### config.mk
export PLATFORM = sky130hd
export DESIGN_NAME = switch_debouncer
export DESIGN_NICKNAME = d
export VERILOG_FILES = /design/src/rtl/switch_debouncer.sv
export SDC_FILE = /design/constraint.sdc
export NUM_CORES = 1
export LEC_CHECK = 0
export CORE_MARGIN = 2
export CORE_UTILIZATION = 59
export DETAILED_ROUTE_END_ITERATION = 16
export GPL_ROUTABILITY_DRIVEN = 1
export PLACE_DENSITY_LB_ADDON = 0.1
export REMOVE_ABC_BUFFERS = 1
export SKIP_LAST_GASP = 1
export SLEW_MARGIN = 25
export SYNTH_ARGS = -nofsm -noshare
export SYNTH_HDL_FRONTEND = slang
export SYNTH_SLANG_ARGS = --single-unit
### constraint.sdc
create_clock -name clk -period 2.5 [get_ports clk]
set_input_delay 0.25 -clock clk [delete_from_list [all_inputs] [get_ports clk]]
set_output_delay 0.25 -clock clk [all_outputs]
set_load 0.02 [all_outputs]
### src/rtl/switch_debouncer.sv
// Two-flop synchroniser plus independent per-bit debounce counters for the board switches,
// with registered rise/fall pulses and sticky write-1-to-clear event flags.
module switch_debouncer #(
  parameter int unsigned N_SW            = 10,
  parameter int unsigned CNT_W           = 16,
  parameter int unsigned DEBOUNCE_CYCLES = 50000
) (
  input  logic            clk,
  input  logic            nreset,
  input  logic [N_SW-1:0] sw_raw,
  input  logic [N_SW-1:0] event_clr,
  output logic [N_SW-1:0] sw_clean,
  output logic [N_SW-1:0] sw_rise,
  output logic [N_SW-1:0] sw_fall,
  output logic [N_SW-1:0] event_flags,
  output logic            any_change
);

  localparam logic [CNT_W-1:0] CNT_MAX = CNT_W'(DEBOUNCE_CYCLES - 1);

  logic [N_SW-1:0]  sync1;
  logic [N_SW-1:0]  sync2;
  logic [N_SW-1:0]  stable;
  logic [N_SW-1:0]  accept;
  logic [CNT_W-1:0] cnt [N_SW];

  // A bit is accepted when the synchronised level has differed for DEBOUNCE_CYCLES edges.
  always_comb begin
    accept = '0;
    for (int unsigned i = 0; i < N_SW; i++) begin
      accept[i] = (sync2[i] != stable[i]) && (cnt[i] == CNT_MAX);
    end
  end

  always_ff @(posedge clk or negedge nreset) begin
    if (!nreset) begin
      sync1 <= '0;
      sync2 <= '0;
      for (int unsigned i = 0; i < N_SW; i++) begin
        cnt[i] <= '0;
      end
    end else begin
      sync1 <= sw_raw;
      sync2 <= sync1;
      for (int unsigned i = 0; i < N_SW; i++) begin
        if ((sync2[i] == stable[i]) || accept[i]) begin
          cnt[i] <= '0;
        end else begin
          cnt[i] <= cnt[i] + 1'b1;
        end
      end
    end
  end

  always_ff @(posedge clk or negedge nreset) begin
    if (!nreset) begin
      stable      <= '0;
      sw_rise     <= '0;
      sw_fall     <= '0;
      any_change  <= 1'b0;
      event_flags <= '0;
    end else begin
      stable      <= stable ^ accept;
      sw_rise     <= accept & sync2;
      sw_fall     <= accept & ~sync2;
      any_change  <= |accept;
      // Flags capture the registered pulses, so a set always beats a same-cycle clear.
      event_flags <= (event_flags & ~event_clr) | sw_rise | sw_fall;
    end
  end

  assign sw_clean = stable;

endmodule
Yosys cells after proc, flatten, opt, wreduce, memory -nomap -nowiden

Cells that the tools add are included.

Output and inout bits: 41
Bits of input ports: 22
Word-level logic and storage cells: 96
Register bits after elaboration: 221

Eq/ne operators: 30
Add/sub/neg operators: 10
Reduce and logical (&&, ||, !) cells: 21
Bitwise logic cells: 8
Mux-type cells: 10

Operators with widths:

| kind                                           | number |
|---|---|
| adder 16 x 1 -> 16 bit (second input constant) | 10 |
| == test 16 bit (second input constant)         | 10 |
| 2-to-1 mux 16 bit                              | 10 |
| AND 10 bit                                     | 3 |
| NOT 10 bit                                     | 2 |
| OR 10 bit                                      | 2 |
| == test 1 bit                                  | 10 |
| logical AND 1 bit                              | 10 |
| logical OR 1 bit                               | 10 |
| != test 1 bit                                  | 10 |
| OR reduction 10 bit                            | 1 |
| bitwise XOR 10 bit                             | 1 |

Longest topological paths before layout

Gate-level depths: netlist (run 1).

Depth in word-level cells: 4
Gate-level depth with buffers: 7
Gate-level depth less buffers: 6

Worst setup path after synthesis (run 1)

OpenSTA, ideal clock, no wires.

Path kind: register to register
Start point: register cnt[96] in the netlist's numbering
End point: register any_change
Path buffers: 1
Cell stages (with the launch flop): 8
Required time: 2,362 ps
Clock period less this slack: 1,751 ps
Arrival time: 1,612 ps
Library setup time: 138 ps
Setup slack: 749 ps
Cell sequence: dfrtp_1 ha_1 and3_1 buf_6 and4_4 a2bb2oi_2 o221ai_1 or4_1

Cells in the longest elaborated chain, start to end: 3

Ends and longest elaborated chain:

| element                          | line | source |
|---|---|---|
| start: declaration               | 25   | `logic [CNT_W-1:0] cnt [N_SW];` |
| start signal: indexed assignment | 49   | `cnt[i] <= cnt[i] + 1'b1;` |
| == test 16 bit                   | 31   | `accept[i] = (sync2[i] != stable[i]) && (cnt[i] == CNT_MAX);` |
| logical AND 1 bit                | 31   |  |
| OR reduction 10 bit              | 66   | `any_change <= \|accept;` |
| end signal: assignment           | 66   |  |
| end: declaration                 | 16   | `output logic any_change` |

Every way passes these cells.

Worst setup path in the final report (run 1)

Start point: register cnt[128] in the netlist's numbering
End point: register cnt[137] in the netlist's numbering

Cells in the longest elaborated chain, start to end: 4
Elaborated cells on any way between the ends: 5
Those cells by class: add/sub (1); eq/ne (1); mux (1); reduce/logical (2)

Ends and longest elaborated chain:

| element                                                                        | line | source |
|---|---|---|
| parallel branches: the longest is 3 deep, another holds adder 16 x 1 -> 16 bit | -    |  |
| 2-to-1 mux 16 bit *                                                            | 46   | `if ((sync2[i] == stable[i]) \|\| accept[i]) begin` |

Mark *: on every way between the ends.

==> flow_metrics.py, run 1 <==
metrics = {
    "outcome": {
        "outcome": "finished, final reports clean",
    },
    "clock_tree": {
        "clk_pin_slew_worst_paths_ns": 0.06,
        "htreeDepth": 1,
        "clk_path_buf_depth": 3,
        "clockRootBuffer": "clkbuf_16",
        "insertion_delay_ns": 0.51,
        "cts_tree": "yes",
        "cts_sinks": 221,
        "cts_buffers": 24,
        "cts_resized": 0,
        "postCtsSetupBuffers": 0,
        "cts_hold_buf": 1,
    },
    "logic_synthesis": {
        "synth_top_family_by_area": "simple AND/OR/NAND/NOR gates",
        "synthAdderAreaFrac_pct": 1.29,
        "syn_inst": 901,
        "synth_cell_type_count": 36,
        "synth_xor_area_share_pct": 14.2,
        "synth_mux_area_share_pct": 1.16,
        "syn_area_sq_um": 9710,
        "synthSimpleGateAreaFrac_pct": 23.9,
        "synth-compound-area-share_pct": 0.953,
        "ys_seq_area_share_pct": 56.9,
        "yosys_warnings": 0,
        "synth_edf_count": 0,
        "ys_async_sr_fraction_pct": 100,
        "synth_ff_type": "dfrtp_1",
        "ys_seq_elements": 221,
        "synth_area_per_cell_sq_um": 10.8,
    },
    "finish": {
        "fin_cells": 1215,
        "final_common_cell": "dfrtp_1",
        "design_area_sq_um": 11400,
        "drive_gt1_share_pct": 7.01,
        "layout_common_cells": "dfrtp_1, nor2_1, xnor2_1",
        "area_growth_pct": 17.2,
        "diodes": 0,
        "layout.nets": 1015,
    },
    "worst_setup_path": {
        "cp_max_fo": 15,
        "cp.required_ns": 2.88,
        "crit_chain": "ha_1 -> and3_1 -> nand4_1 -> nand2_1 -> nor2_1",
        "critPathLaunchType": "flop",
        "crit_path_end_kind": "flop",
        "cp_data_arrival_time_ns": 2.29,
        "crit_slowest_cell": "nand2_1",
        "cp_slowest_stage_delay_ns": 0.52,
        "critical_path_class": "reg -> reg",
    },
    "die": {
        "ios": 63,
        "die-area_sq_um": 17500,
        "die_h_um": 132,
        "design.core.area_sq_um": 16000,
        "initial_core_util_pct": 60.7,
        "rows": 46,
        "die_w_um": 132,
    },
    "detailed_routing": {
        "vias_per_cell": 5.27,
        "num_vias": 6407,
        "drc": 0,
        "wire_per_inst_um": 13.4,
        "dr.pass1.iters": 5,
        "drt-total-wl_um": 16300,
        "first_iter_violations": 383,
        "ant_nets": 0,
    },
    "power": {
        "total_power_mw": 7.39,
        "vdd_ir_drop_max_mv": 0.680,
        "power.leakage_nw": 5.00,
        "powerDensity_nw_per_um2": 650,
    },
    "timing": {
        "skew_ns": 0.0117,
        "setup_slack_ns": 0.589,
        "slew-limit-headroom_pct": 62.2,
        "fmax_mhz": 523,
        "fin_crit_ns": 1.91,
        "rsz0062_at_grt": "false",
        "post-route-period-util_pct": 76.4,
        "setup_viol": 0,
        "hold_viol_final": 0,
        "report.final.slew_viol_count": 0,
        "setup_tns_ns": 0,
        "worst_pin_slew_ns": 0.567,
    },
    "hold_path": {
        "min_path_type": "in -> reg",
    },
    "placed_design": {
        "place_area_sq_um": 10600,
        "placed_cells_incl_taps": 1172,
        "pre_cts_ws_ns": 0.598,
        "gp_congestion": 0.775,
        "io_buffers": 62,
        "dpl.hpwl_um": 11000,
    },
    "run": {
        "maxCapViolCount": 0,
    },
    "grt": {
        "antenna_found_initial": 0,
        "grtUsageTotal_pct": 19.7,
        "grt_pass1_wl_um": 29200,
        "grt_pass1_vias": 6364,
        "grt_max_degree": 72,
        "grt_overflow": 0,
    },
}
==> kinds of logic (layout without fill, tap and decap cells) <==
kind of cell | count (synthesis) | count (layout)
buffers and inverters | 32 | 130
muxes | 10 | 10
AOI/OAI and AO/OA | 15 | 15
xor gates and xnor gates | 157 | 157
adders and majority gates | 10 | 10
and+or+nand+nor | 456 | 456
DFF | 221 | 221
==> metal layers <==
layer	track usage (%)	up-vias	routed length [um]
met2	31.6	72	7620
met3	2.81	37	435
met4	6.33	0	520
li1	-	3189	-
met1	28.1	3109	7750
met5	0	-	0
==> final cells by class <==
| type | count | area (sq um) |
|---|---|---|
| Sequential cell | 221 | 5530 |
| Fill cell | 1201 | 4620 |
| Multi-Input combinational cell | 648 | 4020 |
| Clock buffer | 37 | 741 |
| Timing Repair Buffer | 68 | 686 |
| Tap cell | 216 | 270 |
| Inverter | 20 | 75.1 |
| Clock inverter | 5 | 56.3 |
==> flip-flops by register name, summed over array words and instances, names as in the netlist, named ones only <==
register	flops
any_change	1
cnt	160
event_flags	10
sw_fall	10
sw_rise	10
sync1	10
sync2	10
==> critical path: cells and delay by family (launching register included) <==
kind,cells,cell delay (ns)
adder cells (fa/ha/maj),1,0.19
AND/OR/NAND/NOR,4,1.21
flip-flops,1,0.37
==> stage by stage <==
| stage | hold slack [ns] | util (%) |
|---|---|---|
| 2_1_floorplan | -0.0456 | - |
| 3_3_place_gp | 0.233 | 66.1 |
| 3_5_place_dp | 0.238 | 66.1 |
| 4_1_cts | 0.153 | 71.1 |
| 5_1_grt | 0.157 | 71.1 |
| 6_report | 0.169 | 71.1 |
==> worst paths after layout <==
kind	from	endpoint	slack (ns)	depth (start not counted)
min in group asynchronous	nreset	cnt[27]	0.26	2
max reg2reg	cnt[128]	cnt[137]	0.59	5
max in group asynchronous	nreset	any_change	1.44	3
min reg2reg	sync1[8]	sync2[8]	0.35	0
min	sw_raw[1]	sync1[1]	0.17	1
max	cnt[128]	cnt[137]	0.59	5
==> synth_stat cells, types with 20 or more instances <==
library cell    n  area (sq um)
nand4_1        20           125
xor2_1         77           674
nor2_1        182           683
xnor2_1        80           701
nand3_1        73           365
nand2_1        48           180
inv_1          20          75.1
nor3_1         27           135
and3_1         43           269
nor3b_1        21           158
dfrtp_1       221          5530
==> power breakdown <==
group | internal (mW) | total [mW] | switching, mW
Clock | 2.13 | 3.48 | 1.35
Sequential | 3.63 | 3.68 | 0.0462
Combinational | 0.0864 | 0.229 | 0.142
Note: power is estimated with default switching activity, not from simulation.
==> run 2, diff against run 1 <==
- clock period: 2.5 -> 1.9 ns (I/O delays scaled with it)
==> run 2 against run 1 <==
  * Register-to-register slack got worse by 0.46 ns
  * Hold slack got worse by 0.052 ns
  * Non-clock buffer count rose by 25
  * Sequential power up 32%
  * Clock skew is 0.0048 ns lower
  * Wire length rose by 5.1%
  * Critical path depth fell by 4
  * First-iteration DRC count shrank 38%
  * Utilization up 2.1 points
  * Total power up 41%
  * Global-route usage up 0.78 points
==> flow_metrics.py, run 2 (same netlist as run 1, synthesis figures left out) <==
metrics = {
    "timing": {
        "setup_slack_ns": 0.0847,
        "worst_pin_slew_ns": 0.555,
        "report.final.slew_viol_count": 0,
        "slew-limit-headroom_pct": 62.7,
        "skew_ns": 0.00693,
        "rsz0062_at_grt": "false",
        "post-route-period-util_pct": 95.5,
        "fmax_mhz": 551,
        "hold_viol_final": 0,
        "whs_ns": 0.118,
        "setup_tns_ns": 0,
        "fin_crit_ns": 1.82,
        "setup_viol": 0,
    },
    "power": {
        "switchingPower_mw": 2.08,
        "power.leakage_nw": 5.18,
        "p_seq_share_pct": 46.6,
        "p_sw_share_pct": 20.0,
        "combPwrFrac_pct": 3.2,
        "p_int_mw": 8.32,
        "pwr-share-clk_pct": 50.3,
        "powerDensity_nw_per_um2": 887,
        "vdd_ir_drop_max_mv": 1.09,
    },
    "outcome": {
        "outcome": "finished, final reports clean",
    },
    "die": {
        "die_w_um": 132,
        "ios": 63,
        "initial_core_util_pct": 60.7,
        "rows": 46,
        "design.core.area_sq_um": 16000,
        "die-area_sq_um": 17500,
        "die_h_um": 132,
    },
    "finish": {
        "fillers": 1190,
        "final_common_cell": "dfrtp_1",
        "drive_gt1_share_pct": 9.75,
        "layout_common_cells": "dfrtp_1, nor2_1, xnor2_1",
        "design_area_sq_um": 11700,
        "multiInputGateArea_sq_um": 4030,
        "top_register": "cnt",
        "fin_cells": 1242,
        "layout.nets": 1040,
        "largest_register_ffs": 160,
        "area_growth_pct": 20.7,
        "diodes": 0,
        "regArea_sq_um": 5530,
    },
    "hold_path": {
        "min_path_type": "in -> reg",
        "hp-start": "sw_raw[1]",
        "whs_path_depth": 1,
    },
    "worst_setup_path": {
        "cp.required_ns": 1.71,
        "ff2ff_path_depth": 5,
        "crit_path_end_kind": "primary output",
        "critical_path_class": "reg -> out",
        "worst-path-buf-inv": 1,
        "cp_max_fo": 6,
        "crit_slowest_cell": "clkdlybuf4s50_1",
        "cp_data_arrival_time_ns": 1.63,
        "cp_slowest_stage_delay_ns": 0.67,
        "cp.depth": 1,
        "cp_top_family": "buffers and inverters",
        "crit_chain": "clkdlybuf4s50_1",
        "r2r_slack_ns": 0.13,
        "critPathLaunchType": "flop",
        "r2r_start": "cnt[128]",
    },
    "placed_design": {
        "placed_cells_incl_taps": 1196,
        "gp_congestion": 0.851,
        "pre_cts_ws_ns": 0.0671,
        "place_area_sq_um": 10800,
        "dpl.hpwl_um": 11400,
        "io_buffers": 62,
    },
    "clock_tree": {
        "htreeDepth": 1,
        "insertion_delay_ns": 0.51,
        "clockRootBuffer": "clkbuf_16",
        "cts_tree": "yes",
        "cts_sinks": 221,
        "clk_pin_slew_worst_paths_ns": 0.06,
        "clk_path_buf_depth": 3,
        "cts_buffers": 24,
    },
    "detailed_routing": {
        "ant_nets": 0,
        "drt-total-wl_um": 17200,
        "wire_per_inst_um": 13.8,
        "first_iter_violations": 237,
        "dr.pass1.iters": 4,
        "num_vias": 6527,
        "drc": 0,
        "vias_per_cell": 5.26,
    },
    "grt": {
        "grt_overflow": 0,
        "grtUsageTotal_pct": 20.4,
        "grt_max_degree": 65,
        "grt_pass1_vias": 6491,
        "grt_pass1_wl_um": 30300,
        "antenna_found_initial": 0,
    },
    "run": {
        "maxCapViolCount": 0,
    },
}
run 2: cell count changes in the layout (fill, tap and decap cells not counted), sizes merged:
cell / delta
buf: +25
bufinv: +5
clkbuf: -4
clkinv: +2
inv: -1
run 2: layer usage:
| metal | up-vias | track usage [%] | wire (um) |
|---|---|---|---|
| met4 | 0 | 5.97 | 386 |
| met1 | 3171 | 28.1 | 7980 |
| met2 | 82 | 33.9 | 8290 |
| met3 | 31 | 3.38 | 500 |
| li1 | 3243 | - | - |
| met5 | - | 0 | 0 |
run 2: final timing paths:
check,to
min,sync1[1]
max reg2reg,any_change
max in group asynchronous,cnt[101]
min in group asynchronous,cnt[30]
min reg2reg,sync2[9]
max,sw_clean[8]
run 2: final cells by class:
cell class                 instances  area share, %
tap                              216           2.31
clock inverter                    11           1.75
multi-input combinational        648           34.4
sequential                       221           47.2
inverter                          20          0.641
timing repair buffer              93           7.67
clock buffer                      33           6.02
run 2: what timing repair did:
item | in CTS | in global routing
endpoints found under the hold margin | 58 | 0
setup endpoints to repair | 0 | 16
setup buffers | 0 | 1
hold buffers | 1 | 0
resized for setup | 0 | 2
run 2: stage by stage:
step / total power, mW / util [%]
6_report: 10.4 / 73.2
5_1_grt: 10.8 / 73.2
4_1_cts: 10.5 / 73.1
3_5_place_dp: 5.26 / 67.4
3_3_place_gp: 5.25 / 67.4
2_1_floorplan: 5.04 / -
run 2: power by group through the flow:
stage | logic (mW) | registers [mW] | clock network, mW
finish | 0.330 | 4.84 | 5.22
global route | 0.383 | 4.85 | 5.53
CTS | 0.342 | 4.84 | 5.35
detailed placement | 0.335 | 4.93 | 0
global placement | 0.331 | 4.92 | 0
floorplan | 0.127 | 4.91 | 0
run 2: worst register-to-register path, stage by stage (launching register included):
cell     delay [ns]
dfrtp_1        0.40
ha_1           0.23
and3_1         0.25
nand4_1        0.19
o22ai_1        0.12
or4_1          0.47
